$ cat config.mk
export PLATFORM = sky130hd
export DESIGN_NAME = norm_shift_unit
export DESIGN_NICKNAME = d
export VERILOG_FILES = /design/src/rtl/norm_pkg.sv /design/src/rtl/norm_step.sv /design/src/rtl/norm_shift_unit.sv
export SDC_FILE = /design/constraint.sdc
export NUM_CORES = 1
export LEC_CHECK = 0
export ABC_AREA = 1
export BUFFER_PORTS_ARGS = -buffer_cell sky130_fd_sc_hd__clkbuf_2
export CORE_AREA = 2 2 158 160
export CTS_BUF_LIST = sky130_fd_sc_hd__clkbuf_4 sky130_fd_sc_hd__clkbuf_8
export CTS_CLUSTER_SIZE = 10
export DETAILED_ROUTE_END_ITERATION = 12
export DIE_AREA = 0 0 160 162
export PLACE_DENSITY_LB_ADDON = 0.1
export SYNTH_ARGS = -nofsm -noshare
export SYNTH_HDL_FRONTEND = slang
export SYNTH_SLANG_ARGS = --single-unit
$ cat constraint.sdc
create_clock -name clk -period 6.3 [get_ports clk]
set_clock_uncertainty 0.15 [all_clocks]
set_input_delay 1.575 -clock clk [delete_from_list [all_inputs] [get_ports clk]]
set_output_delay 1.575 -clock clk [all_outputs]
set_load 0.01 [all_outputs]
$ cat src/rtl/norm_pkg.sv
`default_nettype none
// ============================================================================
// Module      : norm_pkg
// Description : Shared defaults and FSM state encoding for the normalizer.
// Revision    : 1.0 - initial release
// ============================================================================
package norm_pkg;

   localparam int NORM_WIDTH = 64;
   localparam int NORM_CNT_W = 6;

   typedef enum logic [1:0] {
      IDLE = 2'd0,
      RUN  = 2'd1,
      DONE = 2'd2
   } state_t;

endpackage : norm_pkg
`default_nettype wire

$ cat src/rtl/norm_step.sv
`default_nettype none
// ============================================================================
// Module      : norm_step
// Description : One binary-search step: tests the 2^k-wide leading window and
//               produces the word shifted by 2^k.
// Revision    : 1.0 - initial release
// ============================================================================
module norm_step
   import norm_pkg::*;
#(
   parameter int WIDTH = NORM_WIDTH,
   parameter int CNT_W = NORM_CNT_W,
   parameter int K_W   = $clog2(CNT_W)
) (
   input  logic [WIDTH-1:0] work,
   input  logic [K_W-1:0]   k,
   input  logic             is_signed,
   output logic             hit,
   output logic [WIDTH-1:0] shifted
);

   localparam logic [WIDTH-1:0] C_ONES  = '1;
   localparam logic [CNT_W-1:0] C_ONE_S = 1;

   logic [CNT_W-1:0] w_s;
   logic [WIDTH-1:0] w_mask_u;
   logic [WIDTH-1:0] w_mask_s;
   logic [WIDTH-1:0] w_win_u;
   logic [WIDTH-1:0] w_win_s;

   // Signed windows are one bit wider: the sign bit itself must survive the shift.
   always_comb begin
      w_s      = C_ONE_S << k;
      w_mask_u = ~(C_ONES >> w_s);
      w_mask_s = ~(C_ONES >> (w_s + C_ONE_S));
      w_win_u  = work & w_mask_u;
      w_win_s  = work & w_mask_s;
      if (is_signed) begin
         hit = (w_win_s == '0) || (w_win_s == w_mask_s);
      end else begin
         hit = (w_win_u == '0);
      end
      shifted = work << w_s;
   end

endmodule : norm_step
`default_nettype wire

$ cat src/rtl/norm_shift_unit.sv
`default_nettype none
// ============================================================================
// Module      : norm_shift_unit
// Description : Iterative left-normalizer returning the normalized word and
//               its leading-zero / redundant-sign-bit count.
// Revision    : 1.0 - initial release
// ============================================================================
module norm_shift_unit
   import norm_pkg::*;
#(
   parameter int WIDTH = NORM_WIDTH,
   parameter int CNT_W = NORM_CNT_W
) (
   input  logic             clk,
   input  logic             rst,
   input  logic             in_valid,
   output logic             in_ready,
   input  logic [WIDTH-1:0] in_data,
   input  logic             in_signed,
   output logic             out_valid,
   input  logic             out_ready,
   output logic [WIDTH-1:0] out_data,
   output logic [CNT_W-1:0] out_count,
   output logic             out_zero
);

   localparam int K_W = $clog2(CNT_W);

   state_t           state_q,  state_d;
   logic [WIDTH-1:0] work_q,   work_d;
   logic [CNT_W-1:0] count_q,  count_d;
   logic [K_W-1:0]   k_q,      k_d;
   logic             signed_q, signed_d;
   logic             zero_q,   zero_d;

   logic             w_hit;
   logic [WIDTH-1:0] w_shifted;

   norm_step #(
      .WIDTH (WIDTH),
      .CNT_W (CNT_W),
      .K_W   (K_W)
   ) u_step (
      .work      (work_q),
      .k         (k_q),
      .is_signed (signed_q),
      .hit       (w_hit),
      .shifted   (w_shifted)
   );

   always_comb begin
      state_d   = state_q;
      work_d    = work_q;
      count_d   = count_q;
      k_d       = k_q;
      signed_d  = signed_q;
      zero_d    = zero_q;
      in_ready  = 1'b0;
      out_valid = 1'b0;
      case (state_q)
         IDLE: begin
            in_ready = 1'b1;
            if (in_valid) begin
               work_d   = in_data;
               signed_d = in_signed;
               zero_d   = (in_data == '0) || (in_signed && (in_data == '1));
               count_d  = '0;
               k_d      = K_W'(CNT_W - 1);
               state_d  = RUN;
            end
         end
         RUN: begin
            if (w_hit) begin
               work_d       = w_shifted;
               count_d[k_q] = 1'b1;
            end
            if (k_q == '0) begin
               state_d = DONE;
            end else begin
               k_d = k_q - K_W'(1);
            end
         end
         DONE: begin
            out_valid = 1'b1;
            if (out_ready) begin
               state_d = IDLE;
            end
         end
         default: state_d = IDLE;
      endcase
   end

   // Results are only presented in DONE so idle/running outputs read as zero.
   always_comb begin
      out_data  = (state_q == DONE) ? work_q  : '0;
      out_count = (state_q == DONE) ? count_q : '0;
      out_zero  = (state_q == DONE) && zero_q;
   end

   always_ff @(posedge clk) begin
      if (rst) begin
         state_q  <= IDLE;
         work_q   <= '0;
         count_q  <= '0;
         k_q      <= '0;
         signed_q <= 1'b0;
         zero_q   <= 1'b0;
      end else begin
         state_q  <= state_d;
         work_q   <= work_d;
         count_q  <= count_d;
         k_q      <= k_d;
         signed_q <= signed_d;
         zero_q   <= zero_d;
      end
   end

endmodule : norm_shift_unit
`default_nettype wire

==> run summary, run 1 <==
The worst max-slew margin expressed relative to the limit came out at 0.118. The library cell with the largest summed area after synthesis is nand2_1. The classification of the worst-slack hold path is flip-flop to flip-flop. Yosys attributes the largest share of cell area to nand2_1 (19%), dfxtp_1 (17%), o21ai_0 (14%), nor2_1 (11%), inv_1 (5.2%). In the layout the commonest cells are nand2_1 (478), nor2_1 (270), o21ai_0 (257). The HPWL after detailed placement came out at 39000 um. The count of inserted antenna diode cells is 0. The count of state elements after synthesis came out at 77. The top cell type's share of synthesized area is 0.194. The first-pass iteration count of the detailed router came out at 6.

The total number of clock tree sinks is 77. The number of instances in the synthesized netlist is 1731. The time the worst path needs with I/O delays and setup came out at 5.10 ns. Summed over all layers, the global routing overflow is 0. The power density normalized to cell area came out at 279 nW/um^2. Setup repair after global routing left no endpoint under its margin. Post-CTS repair changed the size of 0 cells. For this run, the post-layout net count is 1876. The area of the die is 25900 sq um. Leaving out fill and tap cells, the most frequent cell in the layout is nand2_1. The overall routed net length is 49800 um.

The per-cell routed wire length is 23.4 um. The congestion estimate from routability-driven global placement came to 1.09. The overall fraction of global-route tracks in use came out at 0.375. The number of buffers added on ports came out at 141. The total number of vias is 12500.

The run finished with clean final reports. The number of ports placed on the die boundary is 142. The die boundary width is 160 um. For the final routed database, the setup TNS stands at 0 ns. The area overhead of the layout relative to synthesis came out at 9.97%. The synthesis warning total came out at 0. The peak supply drop came out at 0.128 mV.

The cell leakage power is 4.75 nW. The count of endpoints failing setup in the final report came out at 0. The number of buffers inserted by hold repair at cts is 0. The count of maximum capacitance violations is 0. The number of enable flip-flop cells after synthesis came out at 0. The first-pass GRT wire length is 73300 um. The root buffer cell chosen for the clock tree is clkbuf_8. The portion of the clock cycle consumed by the worst path in the final layout came out at 0.809. The remaining routing DRC violations came out at 0. The H-tree depth reported by CTS is 3. The actual transition at the worst max-transition pin came out at 1.31 ns. Dividing the detail-routed via count by the number of cells gives 5.91.

The CTS tree is built. The maximum number of pins on one net before global-route repair came out at 99. The vertical extent of the die came out at 162 um. The fmax is 0.196 GHz. The CTS buffer count is 9. The portion of the post-synthesis area used by sequential elements is 0.166. The number of setup buffers added after CTS came out at 0. The final-report hold violation count came out at 0. The required time of the critical path is 6.43 ns.

The post-detailed-route count of antenna-violating nets is 0. Counting every net in the synthesized netlist gives 1813. Of the cells placed in the final design, the portion with a size suffix greater than 1 is 0.122. The flip-flop cell with the highest count after synthesis is dfxtp_1. The number of pins exceeding their max-slew limit in the final report came out at 0. The floorplan has 57 rows. The startpoint type of the worst setup path is a flip-flop.

In this run the mean area of a mapped cell was 5.38 sq um. The critical path endpoint category is a flip-flop. The initial antenna violation count is 0. The area of the mapped netlist came out at 9310 sq um. The number of distinct standard cells referenced by the synthesized netlist came out at 53. The minimum setup slack after placement is 1.47 ns. The data arrival time of the critical path is 5.23 ns. The via count of the first global-routing pass came out at 11200. The classification of the worst setup path is flip-flop to flip-flop. The area of the core region came out at 24100 sq um. The effective utilization at floorplan came out at 0.386. Along the worst path, the maximum fanout reaches 45. The clock transition at the register clock pins on the worst setup and hold paths after CTS is 0.09 ns. The fraction of registers with async set/reset came out at 0. The maximum number of buffers from clock root to sink is 2.

At the later pin of the worst-skew pair, clock insertion delay measures 0.38 ns. After the first detailed-routing iteration, the DRC count stood at 1815. Once routing completed, OpenROAD measured the worst setup slack at 1.20 ns.
## final timing paths
path         startpoint          to  cells after the start  slack (ns)
max              k_q[0]  work_q[36]                     19        1.20
max reg2reg      k_q[0]  work_q[36]                     19        1.20
min          count_q[1]  count_q[1]                      2        0.31
min reg2reg  count_q[1]  count_q[1]                      2        0.31
## power by group
part | total, mW | switching (mW) | leakage [nW] | internal [mW]
registers | 0.727 | 0.162 | 0.637 | 0.565
logic | 1.75 | 1.29 | 4.03 | 0.461
clock network | 0.378 | 0.225 | 0.0880 | 0.153
## layout make-up
class | instances | area, sq um
Clock buffer | 10 | 138
Clock inverter | 6 | 38.8
Fill cell | 2853 | 13900
Inverter | 140 | 531
Multi-Input combinational cell | 1402 | 6700
Sequential cell | 77 | 1540
Tap cell | 324 | 405
Timing Repair Buffer | 164 | 878
## critical path, stage by stage (launching register included)
cell      delay, ns
dfxtp_1        0.43
inv_1          0.16
ha_1           0.37
nand2_1        0.15
buf_4          0.39
inv_2          0.06
nor2_1         0.82
inv_2          0.40
o21ai_0        0.19
nand2_1        0.07
a221oi_1       0.30
nand3_1        0.13
nand2_1        0.08
nand2_1        0.07
nand2_2        0.11
nand2_2        0.07
nand2_4        0.44
buf_4          0.32
o21a_1         0.15
nor2_1         0.04
## logic make-up (layout without fill, tap and decap cells)
logic type / Yosys count / count (layout) / synth area share
compound gates: 426 / 426 / 0.255
fa+ha+maj: 13 / 13 / 0.0175
mux: 28 / 28 / 0.0301
buf+inv: 252 / 320 / 0.116
simple gates: 935 / 935 / 0.416
flops: 77 / 77 / 0.166
## through the flow
stage	power, mW	area (sq um)	instances	hold slack (ns)	util
floorplan	1.75	9310	1731	0.286	-
global placement	2.42	10100	2107	0.297	0.417
detailed placement	2.40	10100	2107	0.302	0.417
CTS	2.77	10200	2123	0.317	0.425
global route	3.01	10200	2123	0.329	0.425
finish	2.85	10200	2123	0.314	0.425
## registers in the layout, summed over array words and instances, names as in the netlist
register / flops
k_q: 3
work_q: 64
signed_q: 1
zero_q: 1
count_q: 6
state_q: 2
## routing by layer
metal	vias to the layer above	GRT usage	wire [um]
li1	5881	-	-
met1	5786	0.527	21700
met2	757	0.566	20300
met3	123	0.0723	5330
met4	0	0.147	2370
met5	-	0	0
## cell usage after synthesis, types with 3 or more instances
| cell type | count |
|---|---|
| nand4_1 | 28 |
| o21ai_1 | 50 |
| a31oi_1 | 4 |
| or2_2 | 12 |
| clkbuf_1 | 47 |
| o211ai_1 | 16 |
| o2111a_1 | 5 |
| nor2_2 | 4 |
| dfxtp_1 | 77 |
| buf_4 | 6 |
| o2111ai_1 | 3 |
| a22oi_1 | 4 |
| o21a_1 | 5 |
| nand3_1 | 96 |
| o221ai_1 | 6 |
| nand2_2 | 8 |
| o22ai_1 | 21 |
| a41oi_1 | 3 |
| nor3_1 | 8 |
| buf_2 | 29 |
| mux2i_1 | 28 |
| buf_6 | 9 |
| nor2_1 | 270 |
| ha_1 | 13 |
| o21ai_0 | 257 |
| a21oi_1 | 34 |
| inv_2 | 8 |
| a221oi_1 | 3 |
| nand2_1 | 480 |
| inv_1 | 130 |
| buf_1 | 21 |
| nor4_1 | 21 |
Power figures use the tool's default switching activity.
==> inputs of run 2 (changes only) <==
Settings changed: ABC_AREA 1 to 0, CORE_AREA 2 2 158 160 to 2 2 161 163, DIE_AREA 0 0 160 162 to 0 0 163 165.
Clock period 6.3 ns to 4.9 ns, I/O delays scaled along.
==> run 2 against run 1 <==
Via count shrank 4.7%. Die area is 3.8% higher. Sequential cell count did not move. Register-to-register slack got worse by 0.94 ns. Sequential power increased by 66%. Combinational power increased by 54%. Synthesized area grew 4.0%. Clock power is 45% higher. Cell count decreased by 19%. Critical path type unchanged. Highest routed layer is now met5.
==> run summary, run 2 <==
The number of placement rows was 58 (was 57). The number of ports placed on the die boundary came out at 142 (unchanged). The maximum number of buffers from clock root to sink came out at 2 (unchanged). The actual transition at the worst max-transition pin is 1.13 ns (was 1.31 ns). The synthesis warning total is 0 (unchanged). The count of endpoints failing setup in the final report came to 0 (unchanged). The vertical extent of the die is 165 um (was 162 um). The root buffer cell is clkbuf_8 (unchanged). The H-tree depth reported by CTS is 3 (unchanged). The post-route worst hold slack is 0.327 ns (was 0.314 ns). The area of the mapped netlist is 9680 sq um (was 9310 sq um). The initial antenna violation count was 1 (was 0). The CTS tree is built (unchanged).

The post-detailed-route count of antenna-violating nets came out at 0 (unchanged). The portion of the post-synthesis area used by sequential elements was 0.159 (was 0.166). The number of inserted filler cells in the final layout is 2647 (was 2853). The portion of the clock cycle consumed by the worst path in the final layout came out at 0.947 (was 0.809). The top cell type's share of synthesized area came out at 0.159 (was 0.194). The overall routed net length came to 52700 um (was 49800 um).

Setup repair after global routing missed its margin: no (unchanged). The fraction of layout instances using a drive strength above 1 is 0.223 (was 0.122). The routing usage on met3 is 0.133 (was 0.0723). The total overflow reported by the global router is 0 (unchanged).

The most flop-heavy register was work_q (unchanged). The fraction of registers with async set/reset is 0 (unchanged). The area of all placed cells without fillers is 10900 sq um (was 10200 sq um). The met1 track utilization from global routing came to 0.525 (was 0.527). The final total negative setup slack is 0 ns (unchanged). The post-placement cell area came out at 10700 sq um (was 10100 sq um). The number of enable flip-flop cells after synthesis came out at 0 (unchanged). The cell with the most instances after synthesis is nand2_1 (unchanged). The final-report hold violation count was 0 (unchanged). The most frequent standard cell in the layout excluding fill and tap cells was nand2_1 (unchanged).

The overall fraction of global-route tracks in use is 0.387 (was 0.375). The cell leakage power is 4.29 nW (was 4.75 nW). The total number of clock tree sinks came out at 77 (unchanged).

The maximum number of pins on one net before global-route repair came out at 87 (was 99). The number of buffers inserted by hold repair at cts was 0 (unchanged). The number of pins exceeding their max-slew limit in the final report came out at 0 (unchanged).

The number of buffers added on ports came out at 141 (unchanged). The per-cell routed wire length is 30.7 um (was 23.4 um). The HPWL after detailed placement came out at 38100 um (was 39000 um). The number of gates resized after CTS is 0 (unchanged). The global routing's busiest layer is met2 (unchanged). The library cell with the largest summed area after synthesis is dfxtp_1 (was nand2_1).

The die boundary width is 163 um (was 160 um). The number of setup buffers added after CTS is 0 (unchanged). The fmax was 0.216 GHz (was 0.196 GHz). The flip-flop cell with the highest count after synthesis is dfxtp_1 (unchanged). The synthesized area per cell is 7.40 sq um (was 5.38 sq um). The area of the die is 26900 sq um (was 25900 sq um). The largest fanout on the critical path was 47 (was 45).

The first-pass iteration count of the detailed router came out at 5 (was 6). The number of DRC markers after the initial detailed-route iteration is 2158 (was 1815). The time the worst path needs with I/O delays and setup came to 4.64 ns (was 5.10 ns). The via count of the first global-routing pass came out at 11400 (was 11200). The final weighted congestion in routability-driven placement was 0.992 (was 1.09).

The effective utilization at floorplan came out at 0.387 (was 0.386). The number of instances in the synthesized netlist was 1308 (was 1731). The remaining routing DRC violations is 0 (unchanged). Run status: finished, final reports clean (unchanged). Most used standard cells in the synthesized netlist: nand2_1 (153), nor2_1 (112), a21oi_1 (94) (was nand2_1 (480), nor2_1 (270), o21ai_0 (257)). The required time of the critical path is 5.03 ns (was 6.43 ns).

The ratio of routed vias to standard cells was 6.98 (was 5.91). The power density normalized to cell area came to 408 nW/um^2 (was 279 nW/um^2). The area overhead of the layout relative to synthesis is 12.8% (was 9.97%). The worst max-slew margin expressed relative to the limit was 0.250 (was 0.118). The classification of the worst-slack hold path was flip-flop to flip-flop (unchanged). The count of state elements after synthesis came to 77 (unchanged). The total number of vias is 12000 (was 12500).

The count of maximum capacitance violations is 0 (unchanged). The net count of the finished layout came out at 1462 (was 1876). The area of the core region is 25000 sq um (was 24100 sq um). Cell types with the largest area share after synthesis: dfxtp_1 (16%), mux4_2 (13%), mux2i_1 (7.0%), nand2_1 (5.9%), and2_1 (4.9%) (was nand2_1 (19%), dfxtp_1 (17%), o21ai_0 (14%), nor2_1 (11%), inv_1 (5.2%)).

The startpoint type of the worst setup path is a flip-flop (unchanged). The critical path endpoint category is a flip-flop (unchanged). The minimum setup slack after placement came to 0.235 ns (was 1.47 ns). Largest registers: work_q (64), count_q (6), k_q (3) (unchanged). The met2 capacity usage during global routing is 0.542 (was 0.566). The setup slack of the critical path after layout is 0.262 ns (was 1.20 ns).

The number of distinct standard cells referenced by the synthesized netlist came to 75 (was 53). The clock latency at the later pin of the worst-skew pair is 0.39 ns (was 0.38 ns). The peak supply drop is 0.191 mV (was 0.128 mV). The classification of the worst setup path is flip-flop to flip-flop (unchanged). Commonest cells after routing, fill and taps aside: nand2_1 (153), clkbuf_2 (141), nor2_1 (112) (was nand2_1 (478), nor2_1 (270), o21ai_0 (257)). The first-pass GRT wire length came out at 76300 um (was 73300 um).

The net count after synthesis is 1390 (was 1813). The CTS buffer count is 9 (unchanged). The data arrival time of the critical path came out at 4.77 ns (was 5.23 ns). The flip-flop count of the largest register, all copies and words added came out at 64 (unchanged).

The clock transition at the register clock pins on the worst setup and hold paths after CTS is 0.09 ns (about the same). The count of inserted antenna diode cells is 0 (unchanged).
[run 2: cell types whose count changed in the layout (fill, tap and decap cells not counted), sizes merged, moves of 45 or more]
| cell | delta |
|---|---|
| o21ai | -235 |
| nand3 | -84 |
| nand2 | -336 |
| buf | +45 |
| nor2 | -163 |
| inv | -112 |
| mux4 | +54 |
| a21oi | +59 |
| and2 | +74 |
[run 2: per-layer routing]
| metal | vias up | share of wire |
|---|---|---|
| met5 | - | 0.00025 |
| met4 | 2 | 0.062 |
| met3 | 215 | 0.15 |
| met2 | 994 | 0.40 |
| met1 | 5640 | 0.39 |
| li1 | 5110 | - |
[run 2: logic make-up after synthesis]
| kind of cell | Yosys count | synth area share |
|---|---|---|
| flip-flops | 77 | 0.159 |
| AND/OR/NAND/NOR | 496 | 0.248 |
| buffers and inverters | 174 | 0.0779 |
| adder cells (fa/ha/maj) | 14 | 0.0178 |
| multiplexers | 132 | 0.208 |
| AO/OA/AOI/OAI | 415 | 0.289 |
[run 2: worst max-delay path: stages, from the launching register on]
cell and delay, ns:
dfxtp_1 0.38, inv_1 0.19, ha_1 0.22, nor2b_2 0.19, buf_4 0.46, ha_2 0.44
inv_1 0.17, a21oi_1 0.16, nand4b_1 0.25, o2111ai_1 0.17, a211oi_1 0.36, nand4_1 0.25
o211a_1 0.34, buf_12 0.19, or3_1 0.40, a31oi_1 0.16
[run 2: worst paths after layout]
path         cells past startpoint  slack (ns)         end        from
min reg2reg                      2        0.33  count_q[0]  count_q[0]
max                             15        0.26  work_q[29]      k_q[0]
min                              2        0.33  count_q[0]  count_q[0]
max reg2reg                     15        0.26  work_q[29]      k_q[0]
[run 2: stage by stage]
| step | total power, mW | instances | util |
|---|---|---|---|
| final | 4.45 | 1714 | 0.436 |
| after global routing | 4.61 | 1714 | 0.436 |
| after CTS | 4.30 | 1714 | 0.436 |
| after detailed placement | 3.75 | 1699 | 0.428 |
| after global placement | 3.79 | 1699 | 0.428 |
| after floorplan | 2.71 | 1308 | - |
[run 2: area by class of cell]
class,instances,area [sq um],share of cell area
well taps,330,413,0.0378
clock buffers,11,151,0.0139
flip-flops and latches,77,1540,0.141
inverters,26,100,0.00917
clock inverters,4,47.5,0.00435
multi-input cells,1057,7420,0.680
repair buffers,209,1240,0.114
[run 2: report_power, final]
| group | switching [mW] | internal [mW] |
|---|---|---|
| clock | 0.289 | 0.260 |
| combinational | 1.69 | 1.01 |
| sequential | 0.438 | 0.769 |
==> inputs of run 3 (changes only) <==
Settings changed: CORE_AREA 2 2 161 163 to 2 2 185 142, CTS_BUF_LIST sky130_fd_sc_hd__clkbuf_4 sky130_fd_sc_hd__clkbuf_8 to default, DIE_AREA 0 0 163 165 to 0 0 187 144.
==> run 3 against run 2 <==
Routed wire length up 5.2%. Clock-buffer cell count down 2. Design area up 1.3%. Highest routed layer is now met4.
==> run summary, run 3 (synthesis results as in run 2) <==
The critical path endpoint category is a flip-flop (unchanged). The power density normalized to cell area came out at 425 nW/um^2 (was 408 nW/um^2). The fmax is 0.219 GHz (was 0.216 GHz). The post-placement cell area is 10700 sq um (about the same). The required time of the critical path came out at 5.02 ns (was 5.03 ns).

The area of the die is 26900 sq um (about the same). The root buffer cell is clkbuf_16 (was clkbuf_8). The number of placement rows came out at 51 (was 58). The startpoint type of the worst setup path is a flip-flop (unchanged). The number of ports placed on the die boundary came to 142 (unchanged). The most frequent standard cell in the layout excluding fill and tap cells was nand2_1 (unchanged). The CTS buffer count is 9 (unchanged).

Commonest cells after routing, fill and taps aside: nand2_1 (153), clkbuf_2 (141), nor2_1 (112) (unchanged). The effective utilization at floorplan is 0.382 (was 0.387). The area overhead of the layout relative to synthesis came to 14.2% (was 12.8%). The final total negative setup slack is 0 ns (unchanged). The total number of vias is 12200 (was 12000). The number of buffers added on ports is 141 (unchanged). The clock latency at the later pin of the worst-skew pair is 0.36 ns (was 0.39 ns).

The die boundary width is 187 um (was 163 um). The number of buffers inserted by hold repair at cts was 0 (unchanged). The area of all placed cells without fillers was 11100 sq um (was 10900 sq um). The overall fraction of global-route tracks in use is 0.400 (was 0.387). The actual transition at the worst max-transition pin came out at 0.997 ns (was 1.13 ns).

The H-tree depth reported by CTS was 3 (unchanged). The flip-flop count of the largest register, all copies and words added came out at 64 (unchanged). The count of maximum capacitance violations came to 0 (unchanged).

The data arrival time of the critical path came to 4.70 ns (was 4.77 ns). The vertical extent of the die came out at 144 um (was 165 um). The length of routed met2 wiring came out at 21300 um (was 21000 um). The fraction of layout instances using a drive strength above 1 came out at 0.222 (was 0.223). The total number of clock tree sinks came to 77 (unchanged). The via count of the first global-routing pass is 10800 (was 11400). The cell leakage power is 4.34 nW (was 4.29 nW). The HPWL after detailed placement came out at 40300 um (was 38100 um). The overall routed net length came out at 55400 um (was 52700 um). The sum of routed wire segments on met1 was 22900 um (was 20700 um).

The classification of the worst-slack hold path is flip-flop to flip-flop (unchanged). The met3 wire length came out at 9240 um (was 7680 um). The number of gates resized after CTS is 0 (unchanged).

The total overflow reported by the global router is 0 (unchanged). The number of cells on the worst reg-to-reg path is 15 (unchanged). The clock transition at the register clock pins on the worst setup and hold paths after CTS came out at 0.08 ns (was 0.09 ns). The largest fanout on the critical path came to 48 (was 47). Setup repair after global routing missed its margin: no (unchanged).

The final-report hold violation count is 0 (unchanged). The worst max-slew margin expressed relative to the limit came out at 0.327 (was 0.250). The per-cell routed wire length is 32.1 um (was 30.7 um). The maximum number of buffers from clock root to sink is 2 (unchanged).

The initial antenna violation count came out at 1 (unchanged). The portion of the clock cycle consumed by the worst path in the final layout is 0.934 (was 0.947). The time the worst path needs with I/O delays and setup is 4.58 ns (was 4.64 ns). The post-detailed-route count of antenna-violating nets came out at 0 (unchanged). The peak supply drop is 0.224 mV (was 0.191 mV).

The remaining routing DRC violations is 0 (unchanged). The ratio of routed vias to standard cells was 7.05 (was 6.98). The most flop-heavy register was work_q (unchanged).

The net count of the finished layout came out at 1461 (was 1462). The final cell utilization of the core is 0.436 (about the same). The post-route worst hold slack was 0.325 ns (was 0.327 ns). The CTS tree is built (unchanged).

The classification of the worst setup path is flip-flop to flip-flop (unchanged). The number of setup buffers added after CTS came out at 0 (unchanged). The number of pins exceeding their max-slew limit in the final report is 0 (unchanged). The area of the core region was 25300 sq um (was 25000 sq um).

Largest registers: work_q (64), count_q (6), k_q (3) (unchanged). The maximum number of pins on one net before global-route repair came out at 65 (was 87). The number of DRC markers after the initial detailed-route iteration came out at 2230 (was 2158).

The number of cells on the worst hold path is 2 (unchanged). The first-pass iteration count of the detailed router is 7 (was 5). The uppermost signal routing layer after detailed routing is met4 (was met5). Run status: finished, final reports clean (unchanged). The count of endpoints failing setup in the final report was 0 (unchanged). The first-pass GRT wire length is 78200 um (was 76300 um). The final weighted congestion in routability-driven placement came out at 0.983 (was 0.992).
==> run 3: per-stage QoR <==
stage / cells / setup slack [ns] / total power [mW]
final: 1729 / 0.324 / 4.70
after global routing: 1728 / 0.0870 / 4.83
after CTS: 1728 / 0.437 / 4.52
after detailed placement: 1712 / 0.446 / 3.79
after global placement: 1712 / 0.424 / 3.82
after floorplan: 1308 / 0.582 / 2.71
==> run 3: path summary, 6_finish.rpt <==
check / start / end / slack (ns)
max: k_q[0] / work_q[26] / 0.32
min: count_q[3] / count_q[3] / 0.32
max reg2reg: k_q[0] / work_q[26] / 0.32
min reg2reg: count_q[3] / count_q[3] / 0.32
==> run 3: per-layer routing <==
metal  up-vias  global-route usage
met3       155               0.189
li1       5106                   -
met4         0               0.129
met2      1096               0.542
met1      5826               0.550
met5         -                   0
==> run 3: power by group <==
group,leakage (nW),internal (mW),switching [mW]
combinational,3.55,1.00,1.68
clock,0.146,0.365,0.364
sequential,0.635,0.769,0.523
total,4.34,2.14,2.56
==> run 3: worst max-delay path, cell delays in order (launching register included) <==
cell and delay, ns:
dfxtp_1 0.38, inv_1 0.18, ha_1 0.20, buf_4 0.39
and3_1 0.33, buf_4 0.19, mux2i_1 0.08, buf_4 0.22
a32oi_1 0.43, o22ai_1 0.14, a211oi_1 0.41, nand4_1 0.25
o211a_1 0.31, buf_12 0.17, or3_1 0.40, a31oi_1 0.17
==> run 3: layout make-up <==
type	count	area (sq um)
inverters	26	100
well taps	344	430
fillers	2660	14300
multi-input cells	1057	7420
diodes	1	2.50
flip-flops and latches	77	1540
repair buffers	208	1260
clock buffers	9	225
clock inverters	7	80.1
